===== src/rtl/alu_cmd_engine.sv =====
// Serial-command ALU engine: 3-cycle opcode/operand capture, multi-cycle execute,
// single-cycle result presentation with done, abort reporting with err.
module alu_cmd_engine #(
  parameter int DATA_WIDTH  = 8,
  parameter int EXEC_CYCLES = 1,
  parameter int SATURATE    = 0
) (
  input  logic                  clk,
  input  logic                  reset,
  input  logic                  opcode_valid,
  input  logic                  opcode,
  input  logic [DATA_WIDTH-1:0] data,
  output logic                  busy,
  output logic                  done,
  output logic [DATA_WIDTH-1:0] result,
  output logic                  overflow,
  output logic                  zero,
  output logic                  err
);
  localparam int W  = DATA_WIDTH;
  localparam int CW = (EXEC_CYCLES > 1) ? $clog2(EXEC_CYCLES) : 1;
  localparam logic [W-1:0] W_VAL = W'(W);

  typedef enum logic [2:0] {IDLE, OP1, OP2, EXEC, DONE, ABORT} state_t;

  typedef struct packed {
    logic [W-1:0] res;
    logic         ovf;
    logic         zero;
  } res_t;

  state_t        state, state_nxt;
  logic [W-1:0]  a_q, b_q;
  logic [2:0]    op_q;
  logic [CW-1:0] cnt;
  res_t          res_q, alu;

  logic [W:0]     sum;
  logic [2*W-1:0] shl_full;

  always_ff @(posedge clk) begin
    if (reset) state <= IDLE;
    else       state <= state_nxt;
  end

  always_comb begin
    state_nxt = state;
    busy      = (state != IDLE);
    done      = (state == DONE);
    err       = (state == ABORT);
    result    = done ? res_q.res : '0;
    overflow  = done & res_q.ovf;
    zero      = done & res_q.zero;
    case (state)
      IDLE:    if (opcode_valid) state_nxt = OP1;
      OP1:     state_nxt = opcode_valid ? OP2  : ABORT;
      OP2:     state_nxt = opcode_valid ? EXEC : ABORT;
      EXEC:    if (cnt == '0) state_nxt = DONE;
      DONE:    state_nxt = IDLE;
      ABORT:   state_nxt = IDLE;
      default: state_nxt = IDLE;
    endcase
  end

  // Each command field is only sampled in its own command cycle.
  always_ff @(posedge clk) begin
    if (reset) begin
      a_q   <= '0;
      b_q   <= '0;
      op_q  <= '0;
      cnt   <= '0;
      res_q <= '0;
    end else begin
      case (state)
        IDLE: if (opcode_valid) begin
          a_q     <= data;
          op_q[0] <= opcode;
        end
        OP1: if (opcode_valid) begin
          b_q     <= data;
          op_q[1] <= opcode;
        end
        OP2: if (opcode_valid) begin
          op_q[2] <= opcode;
          cnt     <= CW'(EXEC_CYCLES - 1);
        end
        EXEC: begin
          if (cnt != '0) cnt   <= cnt - 1'b1;
          else           res_q <= alu;
        end
        default: ;
      endcase
    end
  end

  assign sum      = {1'b0, a_q} + {1'b0, b_q};
  assign shl_full = {{W{1'b0}}, a_q} << b_q;

  always_comb begin
    alu = '0;
    case (op_q)
      3'd0: begin
        alu.res = sum[W-1:0];
        alu.ovf = sum[W];
        if (SATURATE != 0 && sum[W]) alu.res = '1;
      end
      3'd1: begin
        alu.res = a_q - b_q;
        alu.ovf = (a_q < b_q);
        if (SATURATE != 0 && a_q < b_q) alu.res = '0;
      end
      3'd2: alu.res = {{(W-1){1'b0}}, ^{a_q, b_q}};
      3'd3: alu.res = (a_q == b_q) ? W'(1) : (a_q > b_q) ? W'(2) : '0;
      3'd4: alu.res = a_q & b_q;
      3'd5: alu.res = a_q | b_q;
      3'd6: alu.res = a_q ^ b_q;
      default: begin
        // Shift amounts of W or more push every bit of A out.
        if (b_q >= W_VAL) begin
          alu.res = '0;
          alu.ovf = |a_q;
        end else begin
          alu.res = shl_full[W-1:0];
          alu.ovf = |shl_full[2*W-1:W];
        end
      end
    endcase
    alu.zero = (alu.res == '0);
  end
endmodule


===== config.mk =====
export PLATFORM = sky130hd
export DESIGN_NAME = alu_cmd_engine
export DESIGN_NICKNAME = d
export VERILOG_FILES = /design/src/rtl/alu_cmd_engine.sv
export SDC_FILE = /design/constraint.sdc
export NUM_CORES = 1
export LEC_CHECK = 0
export CORE_ASPECT_RATIO = 0.5
export CORE_MARGIN = 4
export CORE_UTILIZATION = 59
export DETAILED_ROUTE_END_ITERATION = 12
export GPL_TIMING_DRIVEN = 0
export PLACE_DENSITY = 0.81
export SLEW_MARGIN = 20
export SYNTH_ARGS = -nofsm -noshare
export SYNTH_HDL_FRONTEND = slang
export SYNTH_SLANG_ARGS = --single-unit

===== constraint.sdc =====
create_clock -name clk -period 3.45 [get_ports clk]
set_input_delay 0.69 -clock clk [delete_from_list [all_inputs] [get_ports clk]]
set_output_delay 0.69 -clock clk [all_outputs]
set_load 0.03 [all_outputs]

# Yosys cells after proc, flatten, opt, wreduce, memory -nomap -nowiden
# Index checks and enable logic that the tools add are counted.
[op_classes] n_addsub=3 magnitude_cmp=3 eq_ne=15 shift=1 mux=14 bitwise_logic=6 reduce_logical=15
[ops] op="case mux 8 bit (7 select lines)" count=1
[ops] op="OR reduction 8 bit" count=2
[ops] op="parity 16 bit" count=1
[ops] op="<< shifter 8 x 8 -> 16 bit" count=1
[ops] op="== test 3 bit, second input constant" count=5
[ops] op="== test 3 x 2 -> 1 bit, second input constant" count=4
[ops] op="2-to-1 mux 3 bit" count=4
[ops] op="case mux 3 bit (4 select lines)" count=1
[ops] op="AND reduction 2 bit" count=6
[ops] op="adder 8 x 8 -> 9 bit" count=1
[ops] op="2-to-1 mux 9 bit" count=1
[ops] op="bitwise AND 8 bit" count=1
[ops] op="== test 8 bit" count=1
[ops] op=">= comparator 8 x 4 -> 1 bit, second input constant" count=1
[ops] op="> comparator 8 bit" count=1
[ops] op="logical NOT 8 bit" count=1
[ops] op="< comparator 8 bit" count=1
[ops] op="2-to-1 mux 8 bit" count=1
[ops] op="bitwise OR 8 bit" count=1
[ops] op="subtractor 8 bit" count=1
[ops] op="bitwise XOR 8 bit" count=1
[ops] op="== test 3 x 1 -> 1 bit, second input constant" count=2
[ops] op="logical NOT 3 bit" count=2
[ops] op="inequality test 2 bit, second input constant" count=3
[ops] op="other kinds (10)" count=13
[word_totals] register_bits=33 in_bits=12 output_inout_bits=13 elab_cells=67

# Depth between registers and ports, before layout
# Gate-level depths: netlist of run 1.
[depth] ltp_word=5 depth_mapped=11 depth_no_buf=11

# Worst setup path after synthesis of run 1
# OpenSTA, ideal clock, no wires.
[synth_timing] path_kind="register to register" start="reg b_q[1]" end="reg res_q[0] (netlist bit)" arrival_ps=2506 t_required_ps=3391 slack_ps=885 path_stages_with_launch=10 n_path_buf=0 period_less_slack_ps=2565 cell_sequence="dfxtp_1 > clkinv_1 > ha_1 > or2_1 > a211oi_1 > nor4_1 > a31o_2 > a311oi_1 > and4_1 > a31o_1"
[synth_between] elab_chain_len=5 elab_cells_between_ends=15 classes_between="add/sub (2); order compare (2); eq/ne (1); shift (1); mux (4); bitwise (3); reduce/logical (2)"
[synth_rtl] element="start, declared" line="33" text="logic [W-1:0] a_q, b_q;"
[synth_rtl] element="start signal, assigned" line="80" text="b_q <= data;"
[synth_rtl] element="> comparator 8 bit" line="113" text="3'd3: alu.res = (a_q == b_q) ? W'(1) : (a_q > b_q) ? W'(2) : '0;"
[synth_rtl] element="2-to-1 mux 2 bit (2 in a row)" line="113"
[synth_rtl] element="case mux 8 bit (7 select lines) (*)" line="101" text="case (op_q)"
[synth_rtl] element="logical NOT 8 bit (*)" line="128" text="alu.zero = (alu.res == '0);"
[synth_rtl] element="end signal, assigned" line="89" text="else res_q <= alu;"
[synth_rtl] element="end, declared" line="36" text="res_t res_q, alu;"
# Mark *: on every way between the ends. The rest lies on a longest branch, timed or not.
# A chain may end at the register's enable or synchronous reset.

# Final worst setup path of run 1
[layout_timing] start="reg b_q[1]" end="reg res_q[9] (netlist bit)"
[layout_between] elab_chain_len=3 elab_cells_between_ends=6 classes_between="add/sub (2); order compare (1); shift (1); mux (2)"
[layout_rtl] element=">= comparator 8 x 4 -> 1 bit / << shifter 8 x 8 -> 16 bit (equally long branches)" line="119, 97"
[layout_rtl] element="2-to-1 mux 9 bit" line="119" text="if (b_q >= W_VAL) begin"
[layout_rtl] element="case mux 8 bit (7 select lines) (*)" line="101"
# Marked as above.

==> impl_metrics.yaml, run 1 <==
final_layout:
  drive_above_1_share_pct: 6.772
  syn_to_final_growth_pct: 13.72
  num_antenna_cells: 0
  final_util_pct: 70.13
  final_nets: 491
  final_cell_area_sq_um: 3475
  n_fill_cell: 438
cts:
  cts_buffer_depth: 2
  cts_tree: "yes"
  clkLatencyLatePin_ns: 0.30
  root_buffer: "clkbuf_8"
  postCtsSetupBuffers: 0
  cts.clk_slew.worst_paths_ns: 0.07
  numCtsBuffers: 5
  cts-htree-levels: 2
  cts_sinks: 32
placed_design:
  place_congestion: 0.9716
  pre_cts_ws_ns: 0.2312
  io_buffers: 23
  dp_hpwl_microns: 7149
  placed_area_sq_um: 3373
sta:
  setup_tns_ns: 0
  worst_slack_ns: 0.2284
  max_freq_mhz: 310.4
  drv_slew: 0
  fin_skew_ns: 0.007052
  setup_viol: 0
  grt_setup_unrepaired: "no"
  slew_headroom_pct: 53.88
  worstMarginPinSlew_ns: 0.6893
  min_period_ns: 3.222
  finalCritPeriodShare_pct: 93.38
  hold_violations: 0
routing:
  drt_pass1_iterations: 5
  antenna_left: 0
  wl_per_cell_microns: 17.77
  viasPerCell: 6.162
  drc: 0
  wl_microns: 9114
  drtIter0Drc: 267
  vias: 3161
global_routing:
  grt_pass1_vias: 2915
  grt_usage_pct: 29.65
  grt_max_degree: 12
  antenna_found_initial: 0
  grt_remaining_overflow: 0
  grt_pass1_wl_microns: 14590
hold_path:
  hold_class: "reg -> reg"
worst_setup_path:
  critPathMaxStageDelay_ns: 0.49
  path_class: "reg -> reg"
  cp.arrival_ns: 3.38
  slowest_stage: "dfxtp_1"
  rrSetupSlack_ns: 0.23
  end_kind: "register"
  cp_max_fo: 11
  cpMostUsedCell: "nor4_1"
  cp.required_ns: 3.61
  start_kind: "register"
  crit_chain: "clkinv_1, ha_1, or2_1, a211oi_2, nor4_1, nor4_1, a221oi_1, xor2_1, a21oi_1, a211oi_1"
die:
  core_area_sq_um: 4955
  die_h_microns: 58.89
  dieArea_sq_um: 6464
  num_rows: 18
  ios: 25
  chipWidth_microns: 109.8
  initial_core_util_pct: 61.67
power_and_ir_drop:
  swShare_pct: 38.21
  irDropWorstVdd_mv: 0.2212
  power_density_nw_per_um2: 360.8
  internal_power_uw: 774.5
  p_clk_share_pct: 25.5
  p_seq_share_pct: 33.3
  power_frac_comb_pct: 41.2
  power.leakage_uw: 0.001330
  p_switching_uw: 479.0
logic_synthesis:
  synth_seq_cells: 32
  yosysUniqueCellTypes: 58
  async_flop_share_pct: 0
  synth_flop_cell: "dfxtp_1"
  synth_cells: 413
  ys_warn_count: 0
  synth_area_per_cell_sq_um: 7.398
  syn-cell-area_sq_um: 3055
  synth-seq-area-share_pct: 20.97
  synth-edff-count: 0
  synth_nets: 461
outcome:
  status: "completed"
flow_run:
  drv_cap: 0
## kinds of logic (layout without fill, tap and decap cells)
| kind of cell | Yosys count | count (layout) | synth area share (%) |
|---|---|---|---|
| AND/OR/NAND/NOR | 155 | 155 | 24.53 |
| adder cells (fa/ha/maj) | 36 | 36 | 15.23 |
| flip-flops | 32 | 32 | 20.97 |
| multiplexers | 11 | 11 | 4.095 |
| AO/OA/AOI/OAI | 113 | 113 | 23.75 |
| XOR/XNOR | 14 | 14 | 4.013 |
| buffers and inverters | 52 | 82 | 7.412 |
## final cells by class
type	instances	area, sq um	share of cell area (%)
flip-flops and latches	32	640.6	18.44
repair buffers	23	230.2	6.626
well taps	70	87.58	2.521
inverters	26	97.59	2.809
multi-input cells	329	2193	63.13
clock buffers	7	96.34	2.773
plain buffers	26	128.9	3.709
## power groups by stage
stage | Sequential [uW] | Clock, uW | Combinational (uW)
finish | 418 | 319 | 516
global route | 421 | 335 | 564
CTS | 417 | 318 | 503
detailed placement | 425 | 0 | 499
global placement | 424 | 0 | 486
floorplan | 416 | 0 | 373
## synthesized netlist by cell type (5+ instances only)
master	count	share of area [%]
a211oi_1	14	3.4
a21oi_1	40	6.6
and2_1	12	2.5
buf_2	7	1.1
clkbuf_1	14	1.7
dfxtp_1	32	21
ha_1	34	14
inv_1	25	3.1
mux2i_1	8	2.6
nand2_1	58	7.1
nand3_1	5	0.82
nand4_1	5	1.0
nor2_1	36	4.4
nor2b_1	8	1.6
nor3_1	6	0.98
nor4_1	7	1.4
o211ai_1	6	1.5
o21ai_0	19	3.1
o22ai_1	5	1.0
xnor2_1	11	3.2
## layout by cell type, fill, tap and decap left out, types with 8 or more instances in the layout
master / synthesis / final
nor2_1: 36 / 36
nand2_1: 58 / 58
dfxtp_1: 32 / 32
nor2b_1: 8 / 8
clkdlybuf4s50_1: 0 / 23
xnor2_1: 11 / 11
a21oi_1: 40 / 40
inv_1: 25 / 25
clkbuf_1: 14 / 14
o21ai_0: 19 / 19
and2_1: 12 / 12
mux2i_1: 8 / 8
a211oi_1: 14 / 13
ha_1: 34 / 34
## what timing repair did
item	in CTS	in global routing
endpoints found under the hold margin	0	0
gates resized for setup	0	1
endpoints found under the setup margin	0	2
hold buffers	0	0
## routing by layer
| metal | wire length [microns] | vias up | GRT usage, % |
|---|---|---|---|
| li1 | - | 1519 | - |
| met1 | 4030 | 1470 | 40.52 |
| met2 | 3952 | 159 | 46.23 |
| met3 | 1028 | 13 | 9.091 |
| met4 | 103 | 0 | 6.750 |
| met5 | 0 | - | 0 |
## critical path, delay by kind of cell, from the launching register on
family	cells	cell delay (ns)
and+or+nand+nor	3	0.66
buffers and inverters	1	0.42
xor gates and xnor gates	1	0.16
DFF	1	0.49
AOI/OAI and AO/OA	4	0.86
adders and majority gates	1	0.48
## worst paths after layout
check                             start                     to  cells past startpoint
setup / recovery    b_q[1]$_SDFFE_PP0P_  res_q[9]$_SDFFE_PP0P_                     10
hold / removal    res_q[8]$_SDFFE_PP0P_  res_q[8]$_SDFFE_PP0P_                      2
setup reg to reg    b_q[1]$_SDFFE_PP0P_  res_q[9]$_SDFFE_PP0P_                     10
hold reg to reg   res_q[8]$_SDFFE_PP0P_  res_q[8]$_SDFFE_PP0P_                      2
## sequential cells by signal (all words and copies together) (netlist names)
register and cells:
res_q 10, b_q 8, op_q 3, a_q 8
state 3
## metrics by stage
| stage | hold slack (ns) | cells | power [uW] |
|---|---|---|---|
| after floorplan | 0.4515 | 413 | 788.8 |
| after global placement | 0.4721 | 506 | 909.2 |
| after detailed placement | 0.4854 | 506 | 924.6 |
| after CTS | 0.4971 | 513 | 1238 |
| after global routing | 0.5225 | 513 | 1319 |
| final | 0.4960 | 513 | 1253 |
No activity file was read; power rests on OpenSTA's default activity.
==> inputs of run 2 (changes only) <==
Settings changed: CAP_MARGIN set to 40, CORE_UTILIZATION 59 to 60, CTS_BUF_LIST set to sky130_fd_sc_hd__clkbuf_2, PLACE_DENSITY 0.81 to 0.82.
==> run 2 against run 1 <==
Against the previous run:
- power shrank 10%
- first-iteration DRC count grew 2.6%
- critical path depth grew 1
- routed wire length grew 1.0%
- via count shrank 0.13%
- worst hold slack gained 0.013 ns
- critical path type unchanged
- global-route usage is essentially flat
- combinational power is essentially flat
- clock skew grew 0.0093 ns
- design area shrank 1.7%
- utilization shrank 0.87 points
- maximum frequency shrank 1.2%
==> impl_metrics.yaml, run 2 (synthesis results as in run 1) <==
sta:
  fin_hold_ws_ns: 0.5095
  fin_skew_ns: 0.01638
  max_freq_mhz: 306.8
  setup_tns_ns: 0
  setup_viol: 0
  finalCritPeriodShare_pct: 94.49
  hold_violations: 0
  min_period_ns: 3.260
  worst_slack_ns: 0.1902
  worstMarginPinSlew_ns: 0.6796
  grt_setup_unrepaired: "no"
  slew_headroom_pct: 54.52
  drv_slew: 0
cts:
  root_buffer: "clkbuf_2"
  cts.clk_slew.worst_paths_ns: 0.17
  cts_tree: "yes"
  clkLatencyLatePin_ns: 0.38
  cts-resized-gates: 0
  numCtsBuffers: 5
  cts-htree-levels: 2
  cts_sinks: 32
  postCtsSetupBuffers: 0
  cts-hold-fix-buffers: 0
  cts_buffer_depth: 2
hold_path:
  hold_class: "reg -> reg"
worst_setup_path:
  cp.arrival_ns: 3.52
  slowest_stage: "a211oi_1"
  start_kind: "register"
  cp.required_ns: 3.71
  crit_chain: "clkbuf_1, inv_1, ha_1, or2_1, a211oi_1, nor4_1, nor4_1, a221oi_1, xor2_1, a21oi_1, a211oi_1"
  path_buf_inv: 2
  critPathTopFamily: "compound AO/OA/AOI/OAI gates"
  path_class: "reg -> reg"
  cp_max_fo: 8
  end_kind: "register"
  critPathMaxStageDelay_ns: 0.51
global_routing:
  grt_max_degree: 12
  grt_usage_pct: 29.65
  antenna_found_initial: 0
  grt_pass1_wl_microns: 14640
  grt_remaining_overflow: 0
  grt_pass1_vias: 2927
routing:
  drc: 0
  viasPerCell: 6.142
  drtIter0Drc: 274
  vias: 3157
  wl_microns: 9208
  antenna_left: 0
  drt_pass1_iterations: 6
  wl_per_cell_microns: 17.91
placed_design:
  pre_cts_ws_ns: 0.2689
  io_buffers: 23
  place_congestion: 0.9947
  dp_hpwl_microns: 7111
final_layout:
  regMostFlops: "res_q"
  final_nets: 491
  final_cell_mix: "58 x nand2_1, 40 x a21oi_1, 36 x nor2_1"
  reg_top3: "res_q (10), a_q (8), b_q (8)"
  largest_reg_flops: 10
  drive_above_1_share_pct: 6.757
  final_common_cell: "nand2_1"
  syn_to_final_growth_pct: 11.79
  num_antenna_cells: 0
die:
  dieArea_sq_um: 6367
  die_h_microns: 58.46
  initial_core_util_pct: 61.95
  core_area_sq_um: 4932
  chipWidth_microns: 108.9
  num_rows: 18
  ios: 25
power_and_ir_drop:
  power.leakage_uw: 0.001309
  irDropWorstVdd_mv: 0.2172
  power_density_nw_per_um2: 328.9
outcome:
  status: "completed"
flow_run:
  drv_cap: 0
## run 2: metrics by stage
stage	std cells	area, sq um	utilization [%]	total power, uW
2_1_floorplan	413	3055	-	788.8
3_3_place_gp	506	3373	68.39	911.9
3_5_place_dp	506	3373	68.39	924.5
4_1_cts	514	3412	69.18	1104
5_1_grt	514	3416	69.25	1189
6_report	514	3416	69.25	1124
## run 2: cell type report
| cell class | count | area [sq um] |
|---|---|---|
| well taps | 70 | 87.58 |
| multi-input cells | 329 | 2188 |
| clock inverters | 1 | 3.754 |
| flip-flops and latches | 32 | 640.6 |
| fillers | 445 | 1516 |
| inverters | 26 | 101.3 |
| repair buffers | 23 | 230.2 |
| clock buffers | 7 | 35.03 |
| plain buffers | 26 | 128.9 |
## run 2: where the power goes
group	leakage (uW)	switching (uW)	total [uW]	internal, uW
registers	0.000260	27.7	419	391
logic	0.00102	314	519	205
clock network	0.0000306	132	186	54.2
total	0.00131	473	1120	650
## run 2: final timing paths
kind              slack [ns]  depth (start not counted)                    end                 from
hold reg to reg         0.51                          2    b_q[5]$_SDFFE_PP0P_  b_q[5]$_SDFFE_PP0P_
hold / removal          0.51                          2    b_q[5]$_SDFFE_PP0P_  b_q[5]$_SDFFE_PP0P_
setup reg to reg        0.19                         11  res_q[9]$_SDFFE_PP0P_  a_q[1]$_SDFFE_PP0P_
setup / recovery        0.19                         11  res_q[9]$_SDFFE_PP0P_  a_q[1]$_SDFFE_PP0P_
## run 2: worst reg2reg max path, cell delays in order, from the launching register on
cell,delay (ns)
dfxtp_1,0.41
clkbuf_1,0.30
inv_1,0.21
ha_1,0.38
or2_1,0.27
a211oi_1,0.51
nor4_1,0.10
nor4_1,0.31
a221oi_1,0.10
xor2_1,0.16
a21oi_1,0.27
a211oi_1,0.12
## run 2: per-layer routing
metal	up-vias	GRT usage, %	wire length, microns
li1	1517	-	-
met1	1448	41.62	4151
met2	177	45.46	3841
met3	15	8.215	1133
met4	0	6.835	81
met5	-	0	0
